$ cat src/rtl/ifetch_ctrl.sv
// ifetch_ctrl: instruction-fetch controller with a prefetch queue.
// Holds the fetch PC and drives imem_addr. The combinational imem
// read data is captured into a circular prefetch queue that decode
// drains through a valid/ready handshake. A redirect flushes the
// queue and restarts fetch at redirect_pc.
//
// Ports:
//   clk, reset_n          clock, asynchronous active-low reset
//   fetch_en              allow new fetches (queue still drains when low)
//   redirect_valid/_pc    flush and restart fetch at redirect_pc
//   imem_addr / imem_rd   instruction memory address / read data
//   out_valid/ready       head handshake toward decode
//   out_instr / out_pc    registered head instruction and its word address
//   perf_fetch_cnt        queue writes (saturating)
//   perf_stall_cnt        cycles spent in STALL (saturating)
//
// Optional feature: define IFETCH_PERF_EN to build the perf counters;
// otherwise both perf outputs are tied to zero.
module ifetch_ctrl #(
    parameter int unsigned AW    = 6,
    parameter int unsigned DW    = 32,
    parameter int unsigned DEPTH = 4
) (
    input  logic          clk,
    input  logic          reset_n,
    input  logic          fetch_en,
    input  logic          redirect_valid,
    input  logic [AW-1:0] redirect_pc,
    output logic [AW-1:0] imem_addr,
    input  logic [DW-1:0] imem_rd,
    output logic          out_valid,
    input  logic          out_ready,
    output logic [DW-1:0] out_instr,
    output logic [AW-1:0] out_pc,
    output logic [15:0]   perf_fetch_cnt,
    output logic [15:0]   perf_stall_cnt
);

    localparam int unsigned PW = $clog2(DEPTH);
    localparam int unsigned CW = $clog2(DEPTH + 1);
    localparam int unsigned EW = AW + DW;

    typedef enum logic [1:0] {
        IDLE  = 2'd0,
        FETCH = 2'd1,
        STALL = 2'd2
    } state_t;

    state_t         state_q, state_d;
    logic [AW-1:0]  pc_q, pc_d;
    logic [PW-1:0]  wr_ptr_q, wr_ptr_d;
    logic [PW-1:0]  rd_ptr_q, rd_ptr_d;
    logic [CW-1:0]  count_q, count_d;
    logic           valid_q, valid_d;
    logic [EW-1:0]  head_q, head_d;
    logic [EW-1:0]  mem [DEPTH];
    logic           push, pop, full, empty_after_pop;

    // Next-state, queue bookkeeping and registered-head selection
    always_comb begin
        state_d         = state_q;
        pc_d            = pc_q;
        wr_ptr_d        = wr_ptr_q;
        rd_ptr_d        = rd_ptr_q;
        count_d         = count_q;
        head_d          = head_q;
        push            = 1'b0;
        pop             = 1'b0;
        full            = (count_q == CW'(DEPTH));
        empty_after_pop = 1'b0;

        if (redirect_valid) begin
            pc_d     = redirect_pc;
            wr_ptr_d = '0;
            rd_ptr_d = '0;
            count_d  = '0;
            state_d  = fetch_en ? FETCH : IDLE;
        end else begin
            pop  = valid_q && out_ready;
            // A full queue still accepts a write when the head leaves this cycle
            push = (state_q == FETCH) && fetch_en && (!full || pop);

            if (push) begin
                pc_d     = pc_q + AW'(1);
                wr_ptr_d = wr_ptr_q + PW'(1);
            end
            if (pop) begin
                rd_ptr_d = rd_ptr_q + PW'(1);
            end
            if (push && !pop) begin
                count_d = count_q + CW'(1);
            end else if (pop && !push) begin
                count_d = count_q - CW'(1);
            end

            unique case (state_q)
                IDLE: begin
                    if (fetch_en) state_d = FETCH;
                end
                FETCH: begin
                    if (!fetch_en)                              state_d = IDLE;
                    else if ((count_d == CW'(DEPTH)) && !pop)   state_d = STALL;
                end
                STALL: begin
                    if (!fetch_en) state_d = IDLE;
                    else if (pop)  state_d = FETCH;
                end
                default: state_d = IDLE;
            endcase
        end

        valid_d = (count_d != CW'(0));

        // New head comes straight from the write when the queue would otherwise be empty
        empty_after_pop = (count_q == CW'(0)) || (pop && (count_q == CW'(1)));
        if (valid_d) begin
            head_d = (push && empty_after_pop) ? {pc_q, imem_rd} : mem[rd_ptr_d];
        end
    end

    // Control and head registers
    always_ff @(posedge clk or negedge reset_n) begin
        if (!reset_n) begin
            state_q  <= IDLE;
            pc_q     <= '0;
            wr_ptr_q <= '0;
            rd_ptr_q <= '0;
            count_q  <= '0;
            valid_q  <= 1'b0;
            head_q   <= '0;
        end else begin
            state_q  <= state_d;
            pc_q     <= pc_d;
            wr_ptr_q <= wr_ptr_d;
            rd_ptr_q <= rd_ptr_d;
            count_q  <= count_d;
            valid_q  <= valid_d;
            head_q   <= head_d;
        end
    end

    // Queue storage; contents are don't-care whenever count says so
    always_ff @(posedge clk) begin
        if (push) begin
            mem[wr_ptr_q] <= {pc_q, imem_rd};
        end
    end

    assign imem_addr = pc_q;
    assign out_valid = valid_q;
    assign out_pc    = head_q[EW-1:DW];
    assign out_instr = head_q[DW-1:0];

`ifdef IFETCH_PERF_EN
    logic [15:0] fetch_cnt_q, stall_cnt_q;

    // Saturating performance counters
    always_ff @(posedge clk or negedge reset_n) begin
        if (!reset_n) begin
            fetch_cnt_q <= '0;
            stall_cnt_q <= '0;
        end else begin
            if (push && (fetch_cnt_q != 16'hFFFF)) begin
                fetch_cnt_q <= fetch_cnt_q + 16'd1;
            end
            if ((state_q == STALL) && (stall_cnt_q != 16'hFFFF)) begin
                stall_cnt_q <= stall_cnt_q + 16'd1;
            end
        end
    end

    assign perf_fetch_cnt = fetch_cnt_q;
    assign perf_stall_cnt = stall_cnt_q;
`else
    assign perf_fetch_cnt = 16'd0;
    assign perf_stall_cnt = 16'd0;
`endif

endmodule

$ cat config.mk
export PLATFORM = sky130hd
export DESIGN_NAME = ifetch_ctrl
export DESIGN_NICKNAME = d
export VERILOG_FILES = /design/src/rtl/ifetch_ctrl.sv
export SDC_FILE = /design/constraint.sdc
export NUM_CORES = 1
export LEC_CHECK = 0
export ABC_AREA = 0
export CAP_MARGIN = 0
export CELL_PAD_IN_SITES_DETAIL_PLACEMENT = 0
export CELL_PAD_IN_SITES_GLOBAL_PLACEMENT = 1
export CORE_MARGIN = 1
export CORE_UTILIZATION = 46
export CTS_BUF_LIST = sky130_fd_sc_hd__clkbuf_16
export CTS_CLUSTER_SIZE = 10
export DETAILED_ROUTE_END_ITERATION = 10
export HOLD_SLACK_MARGIN = 0.15
export PLACE_DENSITY = 0.9
export SLEW_MARGIN = 20
export SYNTH_ARGS = -nofsm -noshare
export SYNTH_HDL_FRONTEND = slang
export SYNTH_SLANG_ARGS = --single-unit
$ cat constraint.sdc
create_clock -name clk -period 2.9 [get_ports clk]
set_clock_uncertainty 0.2 [all_clocks]
set_input_delay 0.29 -clock clk [delete_from_list [all_inputs] [get_ports clk]]
set_output_delay 0.29 -clock clk [all_outputs]
set_load 0.05 [all_outputs]
==> After elaboration in Yosys (flattened, before gate mapping) <==
Memories as Yosys holds them, arrays and structs flattened.
Index checks and enable logic that the tools add are counted.
{ "op_classes": {"n_addsub": 5, "n_eq_ne": 8, "muxes": 23, "reduce_logical": 18} }
{ "ops": {"columns": ["operator", "n"], "rows": [
  ["$mux W38", 1],
  ["$mux W2", 10],
  ["$mux W3", 4],
  ["$mux W6", 2],
  ["$logic_and A1 B1 Y1", 8],
  ["$add A6 B1 Y6 const B", 1],
  ["$eq A3 B3 Y1 const B", 2],
  ["$pmux W2 S3", 1],
  ["$mux W1", 5],
  ["$add A2 B1 Y2 const B", 2],
  ["$ne A4 B3 Y1 const B", 1],
  ["$ne A4 B4 Y1 const B", 1],
  ["$add A3 B1 Y3 const B", 1],
  ["$eq A3 B1 Y1 const B", 1],
  ["$logic_not A1 Y1", 3],
  ["$logic_not A3 Y1", 1],
  ["$ne A3 B3 Y1 const B", 1],
  ["$reduce_and A3 Y1", 1],
  ["$reduce_bool A3 Y1", 1],
  ["$sub A3 B1 Y3 const B", 1],
  ["$eq A2 B1 Y1 const B", 1],
  ["$eq A2 B2 Y1 const B", 1],
  ["$logic_not A2 Y1", 1],
  ["$logic_or A1 B1 Y1", 2],
  ["$reduce_bool A2 Y1", 1]
]} }
{ "totals": {"reg_bits": 54, "ram_bits": 152, "input_bits": 43, "output_inout_bits": 77, "word_cells": 62, "mem_count": 1} }
{ "mem_list": {"columns": ["memory", "depth", "width", "read_ports", "rd_ports_with_merged_regs", "wr", "line_no", "text"], "rows": [
  ["mem", 4, 38, 1, 0, 1, "56", "logic [EW-1:0] mem [DEPTH];"]
]} }

==> Longest topological paths before layout <==
Gate-level depths: netlist of the first run.
{ "logic_depth": {"ltp_word": 15, "depth_mapped": 11, "depth_no_buf": 8} }

==> Least setup slack after synthesis of the first run <==
No wires, ideal clock.
{ "synth_timing": {"kind": "flip-flop to flip-flop", "from": "register valid_q (netlist: out_valid)", "to": "memory mem[0][0] (netlist bit) (enable)", "setup_ps": 399, "arrival_ps": 2248, "required_ps": 2301, "setup_slack_ps": 53, "stages_incl_launch_ff": 5, "n_path_buf": 0, "synth_period_minus_slack_ps": 2847, "path_cell_list": "dfrtp_1 nand2_1 a31o_2 nor2_1 and2_1"} }
{ "synth_between": {"elab_chain_len": 6} }
{ "synth_rtl": {"columns": ["element", "line_no", "text"], "rows": [
  ["from (decl)", "54", "logic valid_q, valid_d;"],
  ["from (signal assigned)", "137", "valid_q <= valid_d;"],
  ["$logic_and A1 B1 Y1", "79", "pop = valid_q && out_ready;"],
  ["$logic_or A1 B1 Y1", "81", "push = (state_q == FETCH) && fetch_en && (!full || pop);"],
  ["$logic_and A1 B1 Y1", "81", null],
  ["$mux W1", "72", "if (redirect_valid) begin"],
  ["$mux W1", "144", "if (push) begin"],
  ["$mux W1 (implied by the code)", "145", "mem[wr_ptr_q] <= {pc_q, imem_rd};"],
  ["to (decl)", "56", null]
]} }
No other way between the ends.

==> Worst setup path in the final report of the first run <==
{ "layout_timing": {"from": "register count_q[1]", "to": "register head_q[1]"} }
{ "layout_between": {"elab_chain_len": 11, "elab_cells_between_ends": 21, "classes_between": "add/sub: 2; eq/ne: 2; mux: 6; reduce/logical: 11"} }
{ "layout_rtl": {"columns": ["element", "line_no", "text"], "rows": [
  ["from (decl)", "53", "logic [CW-1:0] count_q, count_d;"],
  ["from (signal assigned)", "136", "count_q <= count_d;"],
  ["$eq A3 B3 Y1", "69", "full = (count_q == CW'(DEPTH));"],
  ["$logic_not A1 Y1", "81", null],
  ["$logic_or A1 B1 Y1", "81", null],
  ["$logic_and A1 B1 Y1", "81", null],
  ["$logic_not A1 Y1", "92", "end else if (pop && !push) begin"],
  ["$logic_and A1 B1 Y1", "92", null],
  ["$mux W3", "92", null],
  ["$mux W3", "90", "if (push && !pop) begin"],
  ["$mux W3 (2 in series)", "72", null],
  ["$reduce_bool A3 Y1", "112", "valid_d = (count_d != CW'(0));"],
  ["to (signal assigned)", "130", "head_q <= '0;"],
  ["to (signal assigned)", "138", "head_q <= head_d;"],
  ["to (decl)", "55", "logic [EW-1:0] head_q, head_d;"]
]} }
Parallel ways exist; a longest one is shown, timed or not. The select of a mux whose other input is x is not followed.
A chain may end at the register's enable or synchronous reset.

==> summary.txt, run 1 <==
outcome: finished, final reports clean
max-cap viol count: 0
Final Hold Fails: 0
unrepaired setup endpoints after global routing: false
placed insts: 881
pwr dens: 922 nW/um^2
# rows: 50
Placed Area: 9990 sq um
Mapped Area: 8790 sq um
first-pass GRT wire length: 28.8 mm
drt pass-1 iters: 5
H-tree levels: 1
Arr. time, crit path: 2900 ps
Worst Path Required: 3090 ps
Mean Syn Cell Area: 15.6 sq um
Reg clk slew, reported paths: 60 ps
Layout Cells excl Fill: 929
clk buf depth: 3
largest net degree at the start of global routing: 55
unique cell type count in the Yosys netlist: 39
Synth-to-Final Area Change: 22.1%
Post-Syn Instances: 563
Port Buf Inserts: 87
final wirelength: 18.1 mm
CP max FO: 26
crit path cell chain: inv_1 -> ha_1 -> a22o_1 -> nor3_1 -> o21ai_0 -> a2bb2oi_2 -> nor2_4 -> buf_12 -> mux2_2
Final #Nets: 729
post-route cell area: 10,700 sq um
setup slack after layout: 188 ps
post-route setup TNS: 0 ps
Slew Limit Fails: 0
Setup crit end kind: flip-flop
Congestion Overflow GR: 0
ANT nets after route: 0
CP Class: reg -> reg
Final Setup Violations: 0
synth warn: 0
clock root buffer: clkbuf_16
Yosys reg bits: 206
CORE AREA: 18,700 sq um
CP bufs+invs: 2
TritonCTS clock tree: built
dpl hpwl: 10.9 mm
DR vias/cell: 5.37
total track usage: 19.0%
worst hold margin: 158 ps
clk_lat worst skew: 510 ps
worst vdd ir: 414 uV
Critical Path Start Type: flip-flop
share of layout cells above drive strength 1: 15.4%
total CTS buffers: 24
die footprint: 19,700 sq um
routability cong.: 0.720
commonest non-fill, non-tap cell in the layout: edfxtp_1
Die W: 140 um
Iteration-0 DRC Markers: 296
post-synthesis sequential area ratio: 67.3%
CP delay by family, top: compound AO/OA/AOI/OAI gates
max frequency: 369 MHz
Top-Level Pins: 120
Leak: 3.82 nW
commonest cells after routing, fill and taps aside: 152 x edfxtp_1, 86 x clkdlybuf4s50_1, 80 x mux2i_1
Avg WL per Cell: 19.5 um
CTS Sinks: 206
min-delay worst type: in -> reg
final worst path period need: 2710 ps
Remaining DRCs: 0
Tcrit/Tclk final: 93.5%
slowest CP cell: dfrtp_1
initial antenna violation count: 0
Max stage delay on crit path: 420 ps
Place WS: 3.41 ps
worst rel slew slack: 63.4%
Starting Density: 47.0%
Worst-Margin Slew: 547 ps
Die H: 140 um
Ant. Diodes: 0
via count: 4,986
number of global-route vias before repair: 5,233
## logic make-up (layout without fill, tap and decap cells)
| kind of cell | after synthesis | in the layout | synth area share, % |
|---|---|---|---|
| DFF | 206 | 206 | 67.3 |
| muxes | 118 | 118 | 14.4 |
| and+or+nand+nor | 87 | 87 | 5.56 |
| buffers and inverters | 69 | 170 | 4.82 |
| AOI/OAI and AO/OA | 62 | 62 | 5.55 |
| xor gates and xnor gates | 11 | 11 | 1.10 |
| adders and majority gates | 9 | 9 | 1.28 |
| other | 1 | 32 | 0.0427 |
## report_power, final
group,total [mW],internal [mW],switching (mW)
clock network,2.62,1.54,1.09
registers,3.86,3.59,0.275
logic,3.42,1.35,2.07
## cell type report
cell class / instances / area (sq um)
Inverter: 5 / 18.8
Fill cell: 1402 / 7970
Sequential cell: 206 / 5920
Multi-Input combinational cell: 319 / 2620
Tap cell: 234 / 293
Clock inverter: 19 / 72.6
Timing Repair Buffer: 121 / 1190
Clock buffer: 25 / 626
## registers in the layout, indices dropped and copies added, names as in the netlist
signal and cells:
wr_ptr_q 2, count_q 3, state_q 2, imem_addr 6
rd_ptr_q 2, mem 152, head_q 38, out_valid 1
## final timing paths
check / from / to / slack, ps / cells after the start
hold reg to reg: head_q[28]$_DFFE_PN0P_ / head_q[28]$_DFFE_PN0P_ / 310 / 1
setup reg to reg: count_q[1]$_DFF_PN0_ / head_q[1]$_DFFE_PN0P_ / 190 / 9
hold / removal: redirect_pc[0] / imem_addr[0]$_DFFE_PN0P_ / 160 / 3
setup / recovery: count_q[1]$_DFF_PN0_ / head_q[1]$_DFFE_PN0P_ / 190 / 9
min in group asynchronous: reset_n / head_q[17]$_DFFE_PN0P_ / 690 / 4
max in group asynchronous: reset_n / head_q[33]$_DFFE_PN0P_ / 1500 / 4
## per-stage QoR
stage               power (mW)  util, %
detailed placement        7.33     53.4
finish                    9.90     57.4
floorplan                 6.18        -
global placement          7.24     53.4
global route              10.3     57.4
CTS                       9.97     57.3
## synthesized netlist by cell type
cell	n	area, sq um
edfxtp_1	152	4560
mux2i_1	80	801
dfrtp_1	54	1350
a221oi_1	40	350
nor2b_1	38	238
buf_4	35	263
mux2_2	29	327
buf_2	14	70.1
clkbuf_1	12	45.0
nand2_1	12	45.0
nor2_1	12	45.0
ha_1	9	113
mux2_4	9	135
o21ai_0	8	40.0
a21oi_1	7	35.0
nor3_1	7	35.0
xnor2_1	6	52.6
and2_1	5	31.3
inv_1	5	18.8
xor2_1	5	43.8
nand3_1	3	15.0
and3_1	2	12.5
buf_6	2	22.5
nor4_1	2	12.5
a211o_1	1	8.76
a211oi_1	1	7.51
a22o_1	1	8.76
a2bb2oi_2	1	15.0
a31o_2	1	8.76
a31oi_1	1	6.26
clkbuf_2	1	5.00
conb_1	1	3.75
nand2b_1	1	6.26
nand3b_4	1	20.0
nand4_1	1	6.26
nand4b_1	1	8.76
nor3b_1	1	7.51
o21a_1	1	7.51
or3_1	1	6.26
## tightest hold or removal path: cells and delay by family
kind	cells	cell delay [ps]
compound gates	1	60
buf+inv	1	400
simple gates	1	60
## per-layer routing
metal | vias up | share of wire, % | global-route usage, %
met5 | - | 0 | 0
met4 | 0 | 1.9 | 6.02
met3 | 29 | 4.7 | 3.11
met2 | 153 | 51 | 33.8
met1 | 2506 | 42 | 23.7
li1 | 2298 | - | -
## what timing repair did
item,4_1_cts,5_1_grt
buffers inserted,0,0
resized for setup,0,1
hold endpoints to repair,56,0
endpoints found under the setup margin,0,1
hold buffers,4,0
No activity file was read; power rests on OpenSTA's default activity.
==> run 2, diff against run 1 <==
- GPL_TIMING_DRIVEN: default -> 0
- SLEW_MARGIN: 20 -> 5
==> summary.txt, run 2 (synthesis gave the netlist of run 1 again) <==
Setup crit end kind: flip-flop
Port Buf Inserts: 85 (-2.3%)
reg-to-reg slack, setup: 170 ps (-20 ps)
# rows: 50 (unchanged)
Starting Density: 47.0% (unchanged)
number of global-route vias before repair: 5,242 (+0.17%)
ANT nets after route: 0 (unchanged)
total track usage: 19.3% (+0.25 points)
min-delay worst type: in -> reg
routability cong.: 0.764 (+6.2%)
Final #Nets: 764 (+4.8%)
Avg WL per Cell: 19.0 um (-2.7%)
Top-Level Pins: 120 (unchanged)
CORE AREA: 18,700 sq um (unchanged)
Comb pwr share: 34.6% (about the same)
clk_lat worst skew: 510 ps (about the same)
via count: 5,079 (+1.9%)
clk buf depth: 3 (unchanged)
crit path cell chain: inv_1 -> ha_2 -> a22o_1 -> mux2i_1 -> or3_1 -> a2bb2oi_2 -> nor2_1 -> buf_6 -> buf_6 -> mux2_4
unrepaired setup endpoints after global routing: false
Final Hold Fails: 0 (unchanged)
H-tree levels: 1 (unchanged)
footprint of the multi-input gates: 2590 sq um (-1.1%)
Filler Cells Inserted: 1,446 (+3.1%)
max-cap viol count: 0 (unchanged)
Reg power frac: 38.8% (-0.2 points)
CP bufs+invs: 3 (+1)
Reg area: 5920 sq um (unchanged)
worst reg2reg endpoint: head_q[8]$_DFFE_PN0P_
Remaining DRCs: 0 (unchanged)
final worst path period need: 2730 ps (+20.4 ps)
Slew Limit Fails: 0 (unchanged)
Die W: 140 um (unchanged)
Tcrit/Tclk final: 94.2% (+0.70 points)
R2R depth: 10 (+1)
Final Setup Violations: 0 (unchanged)
CP max FO: 10 (-62%)
DR vias/cell: 5.27 (-1.8%)
Arr. time, crit path: 2920 ps (+20 ps)
max frequency: 366 MHz (-0.75%)
drt pass-1 iters: 5 (unchanged)
CTS Sinks: 206 (unchanged)
die footprint: 19,700 sq um (unchanged)
clock root buffer: clkbuf_16
cell count along the critical path: 10 (+1)
commonest cells after routing, fill and taps aside: 152 x edfxtp_1, 84 x clkdlybuf4s50_1, 80 x mux2i_1
Critical Path Most Common Cell: buf_6
Leak: 3.97 nW (+3.9%)
share of layout cells above drive strength 1: 18.6% (+3.2 points)
worst vdd ir: 412 uV (-0.52%)
Worst Path Required: 3090 ps (about the same)
Reg clk slew, reported paths: 60 ps (about the same)
TritonCTS clock tree: built
Die H: 140 um (unchanged)
Clk network pwr share: 26.5% (about the same)
slowest CP cell: dfrtp_1
worst hold margin: 159 ps (+1.15 ps)
Max stage delay on crit path: 420 ps (about the same)
CP Class: reg -> reg
max reg flops: 152 (unchanged)
final wirelength: 18.3 mm (+0.93%)
switching power: 3.38 mW (-1.3%)
P_int: 6.46 mW (-0.29%)
Synth-to-Final Area Change: 23.9%
commonest non-fill, non-tap cell in the layout: edfxtp_1
worst rel slew slack: 46.9% (-17 points)
pwr dens: 903 nW/um^2 (-2.0%)
first-pass GRT wire length: 29.1 mm (+0.96%)
initial antenna violation count: 0 (unchanged)
outcome: finished, final reports clean
Iteration-0 DRC Markers: 312 (+5.4%)
Critical Path Start Type: flip-flop
total CTS buffers: 24 (unchanged)
Pwr Total: 9.84 mW (-0.63%)
Crit Reg-Reg Startpoint: count_q[1]$_DFF_PN0_
Top reg by flops: mem
largest net degree at the start of global routing: 55 (unchanged)
postcts setup bufs: 0 (unchanged)
Congestion Overflow GR: 0 (unchanged)
dpl hpwl: 11.4 mm (+4.8%)
CP startpoint: count_q[1]$_DFF_PN0_
Critical Path Sink: head_q[8]$_DFFE_PN0P_
Net Sw Frac: 34.4% (-0.22 points)
Worst-Margin Slew: 796 ps (+250 ps)
Ant. Diodes: 0 (unchanged)
CP delay by family, top: buffers and inverters
## run 2: final cells by class
| class | instances | share of cell area [%] |
|---|---|---|
| plain buffers | 63 | 3.76 |
| clock inverters | 19 | 0.655 |
| inverters | 5 | 0.172 |
| multi-input cells | 319 | 23.8 |
| well taps | 234 | 2.69 |
| clock buffers | 25 | 5.74 |
| repair buffers | 93 | 8.89 |
| flip-flops and latches | 206 | 54.3 |
## run 2: worst register-to-register path: cells and delay by family, from the launching register on
kind | cells | cell delay, ps
mux | 2 | 440
buf+inv | 3 | 490
fa+ha+maj | 1 | 270
simple gates | 2 | 450
compound gates | 2 | 360
flops | 1 | 420
## run 2: power by group through the flow
| stage | sequential, mW | combinational, mW | clock (mW) |
|---|---|---|---|
| after floorplan | 4.85 | 1.33 | 0 |
| after global placement | 3.87 | 3.30 | 0 |
| after detailed placement | 3.88 | 3.38 | 0 |
| after CTS | 3.83 | 3.42 | 2.66 |
| after global routing | 3.87 | 3.59 | 2.79 |
| final | 3.82 | 3.41 | 2.61 |
## run 2: how the worst min path moves through the flow
stage | slack [ps] | startpoint | to | depth (start not counted)
after global placement | 290 | head_q[19]$_DFFE_PN0P_ | head_q[19]$_DFFE_PN0P_ | 1
after CTS | 150 | redirect_pc[0] | imem_addr[0]$_DFFE_PN0P_ | 3
after floorplan | -210 | reset_n | count_q[0]$_DFF_PN0_ | 0
after detailed placement | 220 | reset_n | head_q[26]$_DFFE_PN0P_ | 1
after global routing | 180 | redirect_pc[4] | imem_addr[4]$_DFFE_PN0P_ | 3
final | 160 | redirect_pc[4] | imem_addr[4]$_DFFE_PN0P_ | 3
## run 2: metal layers
layer | wire length (um) | vias to the layer above | global-route usage [%]
li1 | - | 2364 | -
met1 | 7630 | 2529 | 24.8
met2 | 9310 | 160 | 33.8
met3 | 980 | 26 | 2.70
met4 | 358 | 0 | 5.96
met5 | 0 | - | 0
## run 2: what timing repair did
| action | 4_1_cts | 5_1_grt |
|---|---|---|
| resized for setup | 8 | 2 |
| endpoints found under the hold margin | 58 | 0 |
| setup endpoints to repair | 20 | 38 |
| hold buffers | 4 | 0 |
| pin swaps | 0 | 0 |
## run 2: through the flow
stage	TNS, ps	cell area, sq um	util [%]	instances	setup WS [ps]
5_1_grt	0	10900	58.2	964	40.6
6_report	0	10900	58.2	964	168
3_3_place_gp	-159850	10100	53.7	913	-799
4_1_cts	0	10900	58.2	965	8.65
3_5_place_dp	-4690	10100	54.2	917	-289
2_1_floorplan	0	8910	-	594	53.0
==> run 3, diff against run 2 <==
- CORE_MARGIN: 1 -> default
- CORE_UTILIZATION: 46 -> 41
- PLACE_DENSITY: 0.9 -> 0.85
- clock period: 2.9 -> 2.35 ns (I/O delays scaled with it)
==> summary.txt, run 3 (synthesis gave the netlist of run 1 again) <==
Avg WL per Cell: 19.6 um (+3.5%)
CP Class: reg -> reg
R2R depth: 8 (-2)
ANT nets after route: 0 (unchanged)
clock root buffer: clkbuf_16
reg-to-reg slack, setup: -150 ps (-310 ps)
first-pass GRT wire length: 29.1 mm (-0.22%)
TritonCTS clock tree: built
routability cong.: 0.803 (+5.1%)
Net Sw Frac: 34.7% (+0.31 points)
Worst-Margin Slew: 818 ps (+21.8 ps)
final worst path period need: 2500 ps (-236 ps)
unrepaired setup endpoints after global routing: true
max reg flops: 152 (unchanged)
largest net degree at the start of global routing: 55 (unchanged)
Top reg by flops: mem
setup slack after layout: -146 ps (-314 ps)
Ant. Diodes: 0 (unchanged)
Crit Reg-Reg Startpoint: state_q[1]$_DFFE_PN0P_
commonest cells after routing, fill and taps aside: 152 x edfxtp_1, 80 x clkdlybuf4s50_1, 79 x mux2i_1
worst reg2reg endpoint: head_q[9]$_DFFE_PN0P_
Iteration-0 DRC Markers: 346 (+11%)
crit path cell chain: nand3b_4 -> and3_1 -> o21a_1 -> a2bb2oi_4 -> nor2_4 -> buf_6 -> clkbuf_16 -> mux2_4
Setup crit end kind: flip-flop
Slew Limit Fails: 0 (unchanged)
P_int: 8.42 mW (+31%)
placed insts: 954 (+4.0%)
Tcrit/Tclk final: 106% (+12 points)
Clk network pwr share: 24.8% (-1.7 points)
Worst Path Required: 2550 ps (-540 ps)
Remaining DRCs: 0 (unchanged)
share of layout cells above drive strength 1: 25.3% (+6.7 points)
Synth-to-Final Area Change: 30.5%
Leak: 4.19 nW (+5.5%)
DR vias/cell: 5.13 (-2.7%)
clk_lat worst skew: 520 ps (about the same)
switching power: 4.48 mW (+32%)
Critical Path Start Type: flip-flop
drt pass-1 iters: 5 (unchanged)
CP delay by family, top: simple AND/OR/NAND/NOR gates
worst rel slew slack: 45.4% (-1.5 points)
CORE AREA: 21,000 sq um (+12%)
Die W: 148 um (+5.8%)
via count: 5,279 (+3.9%)
dpl hpwl: 11.3 mm (-0.87%)
outcome: finished with violations
min-delay worst type: in -> async
max frequency: 401 MHz (+9.4%)
Final #Nets: 791 (+3.5%)
initial antenna violation count: 0 (unchanged)
slowest CP cell: dfrtp_1
Pwr Total: 12.9 mW (+31%)
post-route setup TNS: -4360 ps (-4360 ps)
Die H: 148 um (+5.8%)
Top-Level Pins: 120 (unchanged)
# rows: 53 (+6.0%)
max-cap viol count: 0 (unchanged)
failing checks: negative setup slack
Place WS: -944 ps (-655 ps)
CP max FO: 10 (unchanged)
Starting Density: 41.8% (-5.2 points)
Max stage delay on crit path: 460 ps (+40 ps)
Port Buf Inserts: 85 (unchanged)
Reg clk slew, reported paths: 60 ps (about the same)
final wirelength: 20.2 mm (+11%)
total track usage: 17.5% (-1.8 points)
total CTS buffers: 24 (unchanged)
Comb pwr share: 38.6% (+4.0 points)
commonest non-fill, non-tap cell in the layout: edfxtp_1
Arr. time, crit path: 2700 ps (-220 ps)
pwr dens: 1120 nW/um^2 (+24%)
Reg power frac: 36.6% (-2.2 points)
H-tree levels: 1 (unchanged)
clk buf depth: 3 (unchanged)
worst hold margin: 159 ps (-0.512 ps)
CTS Sinks: 206 (unchanged)
die footprint: 22,000 sq um (+12%)
Final Setup Violations: 38 (+38)
worst vdd ir: 603 uV (+46%)
number of global-route vias before repair: 5,190 (-0.99%)
Congestion Overflow GR: 0 (unchanged)
Layout Cells excl Fill: 1,030 (+6.8%)
CP bufs+invs: 2 (-1)
Final Hold Fails: 0 (unchanged)
-- run 3: cell count changes in the layout (fill, tap and decap cells not counted), moves of 5 or more --
cell           change
a221oi_1           -9
clkbuf_2           -6
mux2_4             +9
buf_6              +6
buf_2              -6
dlygate4sd3_1      +5
and2_4             +8
mux2_2             -9
a221oi_2           +9
buf_4             +17
-- run 3: timing repair --
| item | CTS | global route |
|---|---|---|
| pin swaps | 5 | 10 |
| hold buffers | 9 | 0 |
| setup endpoints to repair | 197 | 153 |
| endpoints found under the hold margin | 61 | 0 |
| gates resized for setup | 52 | 57 |
| buffers inserted | 15 | 7 |
| gates cloned | 2 | 4 |
-- run 3: worst max path at each step --
stage | start | endpoint | slack [ps] | cells after the start
5_1_grt | count_q[1]$_DFF_PN0_ | head_q[13]$_DFFE_PN0P_ | -220 | 10
3_3_place_gp | reset_n | out_valid$_DFF_PN0_ | -1440 | 1
2_1_floorplan | count_q[0]$_DFF_PN0_ | head_q[10]$_DFFE_PN0P_ | -110 | 11
6_report | state_q[1]$_DFFE_PN0P_ | head_q[9]$_DFFE_PN0P_ | -150 | 8
4_1_cts | count_q[1]$_DFF_PN0_ | head_q[11]$_DFFE_PN0P_ | -150 | 11
3_5_place_dp | out_ready | head_q[8]$_DFFE_PN0P_ | -940 | 10
-- run 3: layout make-up --
type	count	area, sq um
plain buffers	62	509
clock buffers	24	601
clock inverters	18	80.1
fillers	1612	9550
inverters	5	18.8
multi-input cells	323	2820
flip-flops and latches	206	5920
well taps	275	344
repair buffers	117	1180
-- run 3: through the flow --
step,util (%),instance area (sq um)
after detailed placement,48.1,10100
after CTS,53.2,11200
final,54.6,11500
after floorplan,-,8920
after global placement,48.1,10100
after global routing,54.6,11500
-- run 3: routing by layer --
metal  up-vias  routed length, um  global-route usage, %
met2       195              10300                   31.0
met3        37               1060                   3.16
met5         -                  0                      0
met1      2622               8450                   21.7
met4         0                449                   5.10
li1       2425                  -                      -
-- run 3: power by group through the flow --
stage	Clock, mW	Combinational, mW	Sequential, mW
2_1_floorplan	0	1.65	5.99
3_5_place_dp	0	4.20	4.80
6_report	3.20	4.98	4.72
3_3_place_gp	0	4.14	4.77
4_1_cts	3.24	4.64	4.72
5_1_grt	3.38	5.20	4.78
